===== config.mk =====
export PLATFORM = sky130hd
export DESIGN_NAME = cu_input_loader
export DESIGN_NICKNAME = d
export VERILOG_FILES = /design/src/rtl/types_pkg.sv /design/src/rtl/cu_input_loader.sv
export SDC_FILE = /design/constraint.sdc
export NUM_CORES = 2
export LEC_CHECK = 0
export CORE_ASPECT_RATIO = 1.5
export CORE_MARGIN = 8
export CORE_UTILIZATION = 39
export CTS_BUF_LIST = sky130_fd_sc_hd__clkbuf_16
export DETAILED_ROUTE_END_ITERATION = 8
export PLACE_DENSITY = 0.66
export SLEW_MARGIN = 25
export SYNTH_ARGS = -nofsm -noshare
export SYNTH_HDL_FRONTEND = slang
export SYNTH_SLANG_ARGS = --single-unit

===== constraint.sdc =====
create_clock -name clk_i -period 38.4 [get_ports clk_i]
set_input_delay 7.68 -clock clk_i [delete_from_list [all_inputs] [get_ports clk_i]]
set_output_delay 7.68 -clock clk_i [all_outputs]
set_load 0.005 [all_outputs]

===== src/rtl/types_pkg.sv =====
// Shared datapath types for the computing unit and its front-end loader.
package types;

  localparam int unsigned DATA_TYPE_SIZE = 16;

  typedef logic [DATA_TYPE_SIZE-1:0] data_type;

  typedef enum logic [1:0] {
    TAG_ACT = 2'd0,
    TAG_WGT = 2'd1,
    TAG_OFS = 2'd2,
    TAG_INV = 2'd3
  } loader_tag_t;

  typedef enum logic [1:0] {
    LD_FILL   = 2'd0,
    LD_ISSUE  = 2'd1,
    LD_UPDATE = 2'd2
  } loader_state_t;

endpackage


===== src/rtl/cu_input_loader.sv =====
// Word-serial loader: assembles tagged stream words into activation, weight and
// offset rows, pushes them into the computing unit queues and signals weight tiles.
module cu_input_loader
  import types::*;
#(
  parameter int unsigned ACTIVATION_COUNT = 16,
  parameter int unsigned WEIGHT_COUNT     = 16
) (
  input  logic                                 clk_i,
  input  logic                                 rst_i,
  input  data_type                             s_data_i,
  input  logic [1:0]                           s_tag_i,
  input  logic                                 s_valid_i,
  output logic                                 s_ready_o,
  input  logic                                 cu_rst_busy_i,
  output data_type [0:ACTIVATION_COUNT-1]      activation_o,
  output logic                                 activation_wr_en_o,
  input  logic                                 activation_full_i,
  output data_type [0:WEIGHT_COUNT-1]          weight_o,
  output logic                                 weight_wr_en_o,
  input  logic                                 weight_full_i,
  output data_type [0:WEIGHT_COUNT-1]          offset_o,
  output logic                                 offset_wr_en_o,
  input  logic                                 offset_full_i,
  output logic                                 weight_update_o,
  input  logic                                 weight_update_busy_i,
  output logic                                 error_o
);

  localparam int unsigned MAX_COUNT = (ACTIVATION_COUNT > WEIGHT_COUNT) ? ACTIVATION_COUNT : WEIGHT_COUNT;
  localparam int unsigned WCNT_W    = $clog2(MAX_COUNT) + 1;
  localparam int unsigned WROW_W    = $clog2(ACTIVATION_COUNT) + 1;

  loader_state_t                     state_q, state_d;
  data_type [0:MAX_COUNT-1]          row_q, row_d;
  logic [WCNT_W-1:0]                 word_cnt_q, word_cnt_d;
  logic [WROW_W-1:0]                 wrow_cnt_q, wrow_cnt_d;
  loader_tag_t                       row_tag_q, row_tag_d;
  logic                              error_q, error_d;
  data_type [0:ACTIVATION_COUNT-1]   act_q, act_d;
  data_type [0:WEIGHT_COUNT-1]       wgt_q, wgt_d;
  data_type [0:WEIGHT_COUNT-1]       ofs_q, ofs_d;
  logic                              act_wr_q, act_wr_d;
  logic                              wgt_wr_q, wgt_wr_d;
  logic                              ofs_wr_q, ofs_wr_d;
  logic                              update_q, update_d;

  loader_tag_t       in_tag;
  logic              accept;
  logic              tag_full;
  logic [WCNT_W-1:0] slot;

  function automatic logic [WCNT_W-1:0] row_len(input loader_tag_t t);
    return (t == TAG_ACT) ? WCNT_W'(ACTIVATION_COUNT) : WCNT_W'(WEIGHT_COUNT);
  endfunction

  // Ready is forced low while reset is asserted so every output reads 0.
  assign s_ready_o = (state_q == LD_FILL) && !cu_rst_busy_i && !rst_i;
  assign in_tag    = loader_tag_t'(s_tag_i);
  assign accept    = s_valid_i && s_ready_o;

  always_comb begin
    case (row_tag_q)
      TAG_ACT: tag_full = activation_full_i;
      TAG_WGT: tag_full = weight_full_i;
      TAG_OFS: tag_full = offset_full_i;
      default: tag_full = 1'b1;
    endcase
  end

  always_ff @(posedge clk_i or posedge rst_i) begin
    if (rst_i) begin
      state_q    <= LD_FILL;
      row_q      <= '0;
      word_cnt_q <= '0;
      wrow_cnt_q <= '0;
      row_tag_q  <= TAG_ACT;
      error_q    <= 1'b0;
      act_q      <= '0;
      wgt_q      <= '0;
      ofs_q      <= '0;
      act_wr_q   <= 1'b0;
      wgt_wr_q   <= 1'b0;
      ofs_wr_q   <= 1'b0;
      update_q   <= 1'b0;
    end else begin
      state_q    <= state_d;
      row_q      <= row_d;
      word_cnt_q <= word_cnt_d;
      wrow_cnt_q <= wrow_cnt_d;
      row_tag_q  <= row_tag_d;
      error_q    <= error_d;
      act_q      <= act_d;
      wgt_q      <= wgt_d;
      ofs_q      <= ofs_d;
      act_wr_q   <= act_wr_d;
      wgt_wr_q   <= wgt_wr_d;
      ofs_wr_q   <= ofs_wr_d;
      update_q   <= update_d;
    end
  end

  always_comb begin
    state_d    = state_q;
    row_d      = row_q;
    word_cnt_d = word_cnt_q;
    wrow_cnt_d = wrow_cnt_q;
    row_tag_d  = row_tag_q;
    error_d    = error_q;
    act_d      = act_q;
    wgt_d      = wgt_q;
    ofs_d      = ofs_q;
    act_wr_d   = 1'b0;
    wgt_wr_d   = 1'b0;
    ofs_wr_d   = 1'b0;
    update_d   = 1'b0;
    slot       = word_cnt_q;

    case (state_q)
      LD_FILL: begin
        if (accept) begin
          if (in_tag == TAG_INV) begin
            error_d = 1'b1;
          end else begin
            // A tag change abandons the partial row; the new word becomes element 0.
            if ((word_cnt_q != '0) && (in_tag != row_tag_q)) begin
              error_d = 1'b1;
              slot    = '0;
            end
            row_tag_d = in_tag;
            for (int i = 0; i < MAX_COUNT; i++) begin
              if (WCNT_W'(i) == slot) row_d[i] = s_data_i;
            end
            if ((slot + WCNT_W'(1)) == row_len(in_tag)) begin
              word_cnt_d = '0;
              state_d    = LD_ISSUE;
            end else begin
              word_cnt_d = slot + WCNT_W'(1);
            end
          end
        end
      end

      LD_ISSUE: begin
        if (!tag_full && !cu_rst_busy_i) begin
          state_d = LD_FILL;
          case (row_tag_q)
            TAG_ACT: begin
              act_wr_d = 1'b1;
              for (int i = 0; i < ACTIVATION_COUNT; i++) act_d[i] = row_q[i];
            end
            TAG_WGT: begin
              wgt_wr_d   = 1'b1;
              wrow_cnt_d = wrow_cnt_q + WROW_W'(1);
              for (int i = 0; i < WEIGHT_COUNT; i++) wgt_d[i] = row_q[i];
              if ((wrow_cnt_q + WROW_W'(1)) == WROW_W'(ACTIVATION_COUNT)) state_d = LD_UPDATE;
            end
            TAG_OFS: begin
              ofs_wr_d = 1'b1;
              for (int i = 0; i < WEIGHT_COUNT; i++) ofs_d[i] = row_q[i];
            end
            default: state_d = LD_FILL;
          endcase
        end
      end

      LD_UPDATE: begin
        if (!weight_update_busy_i) begin
          update_d   = 1'b1;
          wrow_cnt_d = '0;
          state_d    = LD_FILL;
        end
      end

      default: state_d = LD_FILL;
    endcase
  end

  assign activation_o       = act_q;
  assign weight_o           = wgt_q;
  assign offset_o           = ofs_q;
  assign activation_wr_en_o = act_wr_q;
  assign weight_wr_en_o     = wgt_wr_q;
  assign offset_wr_en_o     = ofs_wr_q;
  assign weight_update_o    = update_q;
  assign error_o            = error_q;

endmodule

==> metrics.txt <==
Synth Area in XOR/XNOR 0.2125%; Clock transition at path regs roughly 0.06 ns; wire length on met2 66,490 um; DR pass1 iterations 6; Most common cell on crit path clkdlybuf4s50_1; Pwr per Cell Area 42.89 mW/mm2; synthesized area per cell 10.15 um2; Synth top cells by count nand2_1 (2,319), dfrtp_1 (1,043), mux2_2 (166); Max Slew Vio Count 0; final setup fails 0; Starting DRT DRC Count ~2.2k; Max transition margin between 10% and 20%; placed cell area approximately 0.049 mm2; post-synth top area cell dfrtp_1; fmax 0.05826 GHz; postcts setup bufs 0; Worst setup EP type output pin; clk_skew about 0.029 ns; slowest stage delay, CP approximately 0.63 ns; Synth Area in Adders 0.2500%; worst-margin pin slew 1.348 ns; clk root buf clkbuf_16; Final nets roughly 4.7k; Skew-Pair Late Insertion Delay 0.71 ns; kind of critical path input pin to output pin; worst endpoint required time between 30 and 40 ns; HP Class flop to flop; CTS Buf Count 100; RSZ-0062 raised after global routing false; mux contribution to synthesized area 8.055%; Top Ports 800; vias per cell 4.984; H-tree Lvls 3; register bit total from synthesis roughly 1.0k; critical path cell sequence clkdlybuf4s50_1, nor4_4, clkdlybuf4s50_1; initial antenna violation count 8; die area 0.1134 mm2; largest net degree at the start of global routing 178; FP Rows 144; Final Hold Viols 0; Area Overhead vs Synth 30.47%; Post-synth EDFFs 0; Die Height 408.4 um; CTS tree done; Synth area leaders dfrtp_1 (65%), nand2_1 (22%), mux2_2 (4.7%), mux2_4 (3.0%), clkbuf_1 (1.2%); Via Count 30.23k; slowest CP cell clkdlybuf4s50_1; core area 0.1023 mm2; global route overflow 0; gr usage total between 20% and 30%; vias in the first global route 30.21k; layout cells sized above 1 around 9.9%; fin crit period 17.16 ns; Critical Path AT 9.48 ns; mapped cell area about 0.040 mm2; Starting Density 39.12%; complex-gate fraction of the synthesized area 0.5001%; met3 WL post-DR about 12,000 um; Worst Path Max Fanout 8; CP startpoint kind input pin; count leader, synth nand2_1; Max IR drop VDD 0.04657 mV; Lkg Pwr 27.61 nW; Most used DFF post-synth dfrtp_1; Post-DP HPWL 89,750 um; Synth Net Count 3,978; ANT nets after route 0; CTS Buffer Depth 3; # hold bufs at CTS 0; fill count 9,269; drt drc 0; register area share after synthesis 65.20%; DIE WIDTH between 200 and 300 um; quantity of gates resized following cts 0; Port Buf Inserts 799; met1 wire length 55,880 um; delay-heaviest family, CP buffers and inverters; FFs w/ async S/R, synth between 90% and 100%; Clock Sinks about 1.0k; Synth Area in Simple Gates a little under a quarter; # Max-Cap Violations 0; top routing layer used met4; Yosys warnings 0; Yosys cell types between 50 and 60; routed len/inst 23.24 um; GP Congestion 0.8290; Buf+Inv Stages, Crit Path 2; largest family of logic cells by synthesized area simple AND/OR/NAND/NOR gates; final setup TNS 0 ns; outcome finished, final reports clean; final period utilization 44.70%; first-pass GRT wire length 207,800 um; top cell type's share of synthesized area between 60% and 70%; final WL about 140,000 um; post-synthesis cell count 3,944; Layout Cell Area excl Fill roughly 0.052 mm2
## per-layer routing
metal,global-route usage [%],vias up
met4,11.38,0
met2,39.07,1096
met5,0,-
met3,7.236,257
met1,29.78,15190
li1,-,13680
## worst paths after layout
check	start	end	slack (ns)	depth (start not counted)
max in group asynchronous	rst_i	row_q[214]	26.89	6
min in group asynchronous	rst_i	offset_o[69]	7.66	2
worst min-delay path	activation_o[157]	activation_o[157]	0.47	2
worst min register to register	activation_o[157]	activation_o[157]	0.47	2
worst max-delay path	cu_rst_busy_i	s_ready_o	21.24	3
worst max register to register	row_tag_q[0]	weight_o[202]	33.98	7
## logic make-up (layout without fill, tap and decap cells)
group / Yosys count / count (layout)
AND/OR/NAND/NOR: 2376 / 2376
flip-flops: 1043 / 1043
multiplexers: 260 / 260
buffers and inverters: 221 / 1026
AO/OA/AOI/OAI: 28 / 28
adder cells (fa/ha/maj): 8 / 8
XOR/XNOR: 8 / 8
other: 0 / 2
## layout by cell type, fill, tap and decap left out, types with 11 or more instances in the layout
cell,n
nand2_1,2318
dfrtp_1,1043
clkdlybuf4s50_1,784
mux2_2,166
clkbuf_16,103
mux2_4,80
buf_4,32
clkinv_1,23
inv_1,22
buf_2,15
clkinv_2,14
mux2_1,11
## worst min-delay path, delay by kind of cell, from the launching register on
kind	cells	cell delay, ns
flip-flops	1	0.34
AND/OR/NAND/NOR	2	0.10
## layout make-up
type	instances	area (um2)	share of cell area (%)
sequential	1043	26100	49.97
multi-input combinational	2680	12880	24.66
timing repair buffer	837	8264	15.82
clock buffer	103	2577	4.935
tap	1314	1644	3.148
clock inverter	77	696.9	1.334
inverter	9	63.81	0.1222
antenna	2	5.005	0.009582
## per-stage QoR
step | power [mW] | setup slack, ns | hold WS [ns] | std cells | util [%]
after floorplan | 1.217 | 1.365 | 0.4678 | 3944 | -
after CTS | 2.264 | 21.25 | 0.4768 | 6062 | 50.99
after detailed placement | 1.261 | 21.26 | 0.4609 | 5882 | 47.79
after global routing | 2.314 | 21.18 | 0.4892 | 6063 | 51.03
final | 2.240 | 21.24 | 0.4706 | 6065 | 51.04
after global placement | 1.258 | 21.32 | 0.4562 | 5882 | 47.79
## where the power goes
| part | internal [mW] | switching, mW | total [mW] |
|---|---|---|---|
| logic | 0.0312 | 0.0546 | 0.0858 |
| registers | 1.12 | 0.0308 | 1.15 |
| clock network | 0.556 | 0.444 | 1.00 |
## state kept, by name, indices dropped and copies added (netlist names)
signal and count:
row_q 256, error_o 1, weight_update_o 1, state_q 2, offset_o 256, weight_wr_en_o 1, weight_o 256, activation_o 256
row_tag_q 2, wrow_cnt_q 5, word_cnt_q 5, offset_wr_en_o 1, activation_wr_en_o 1
(Power assumes the default switching activity.)
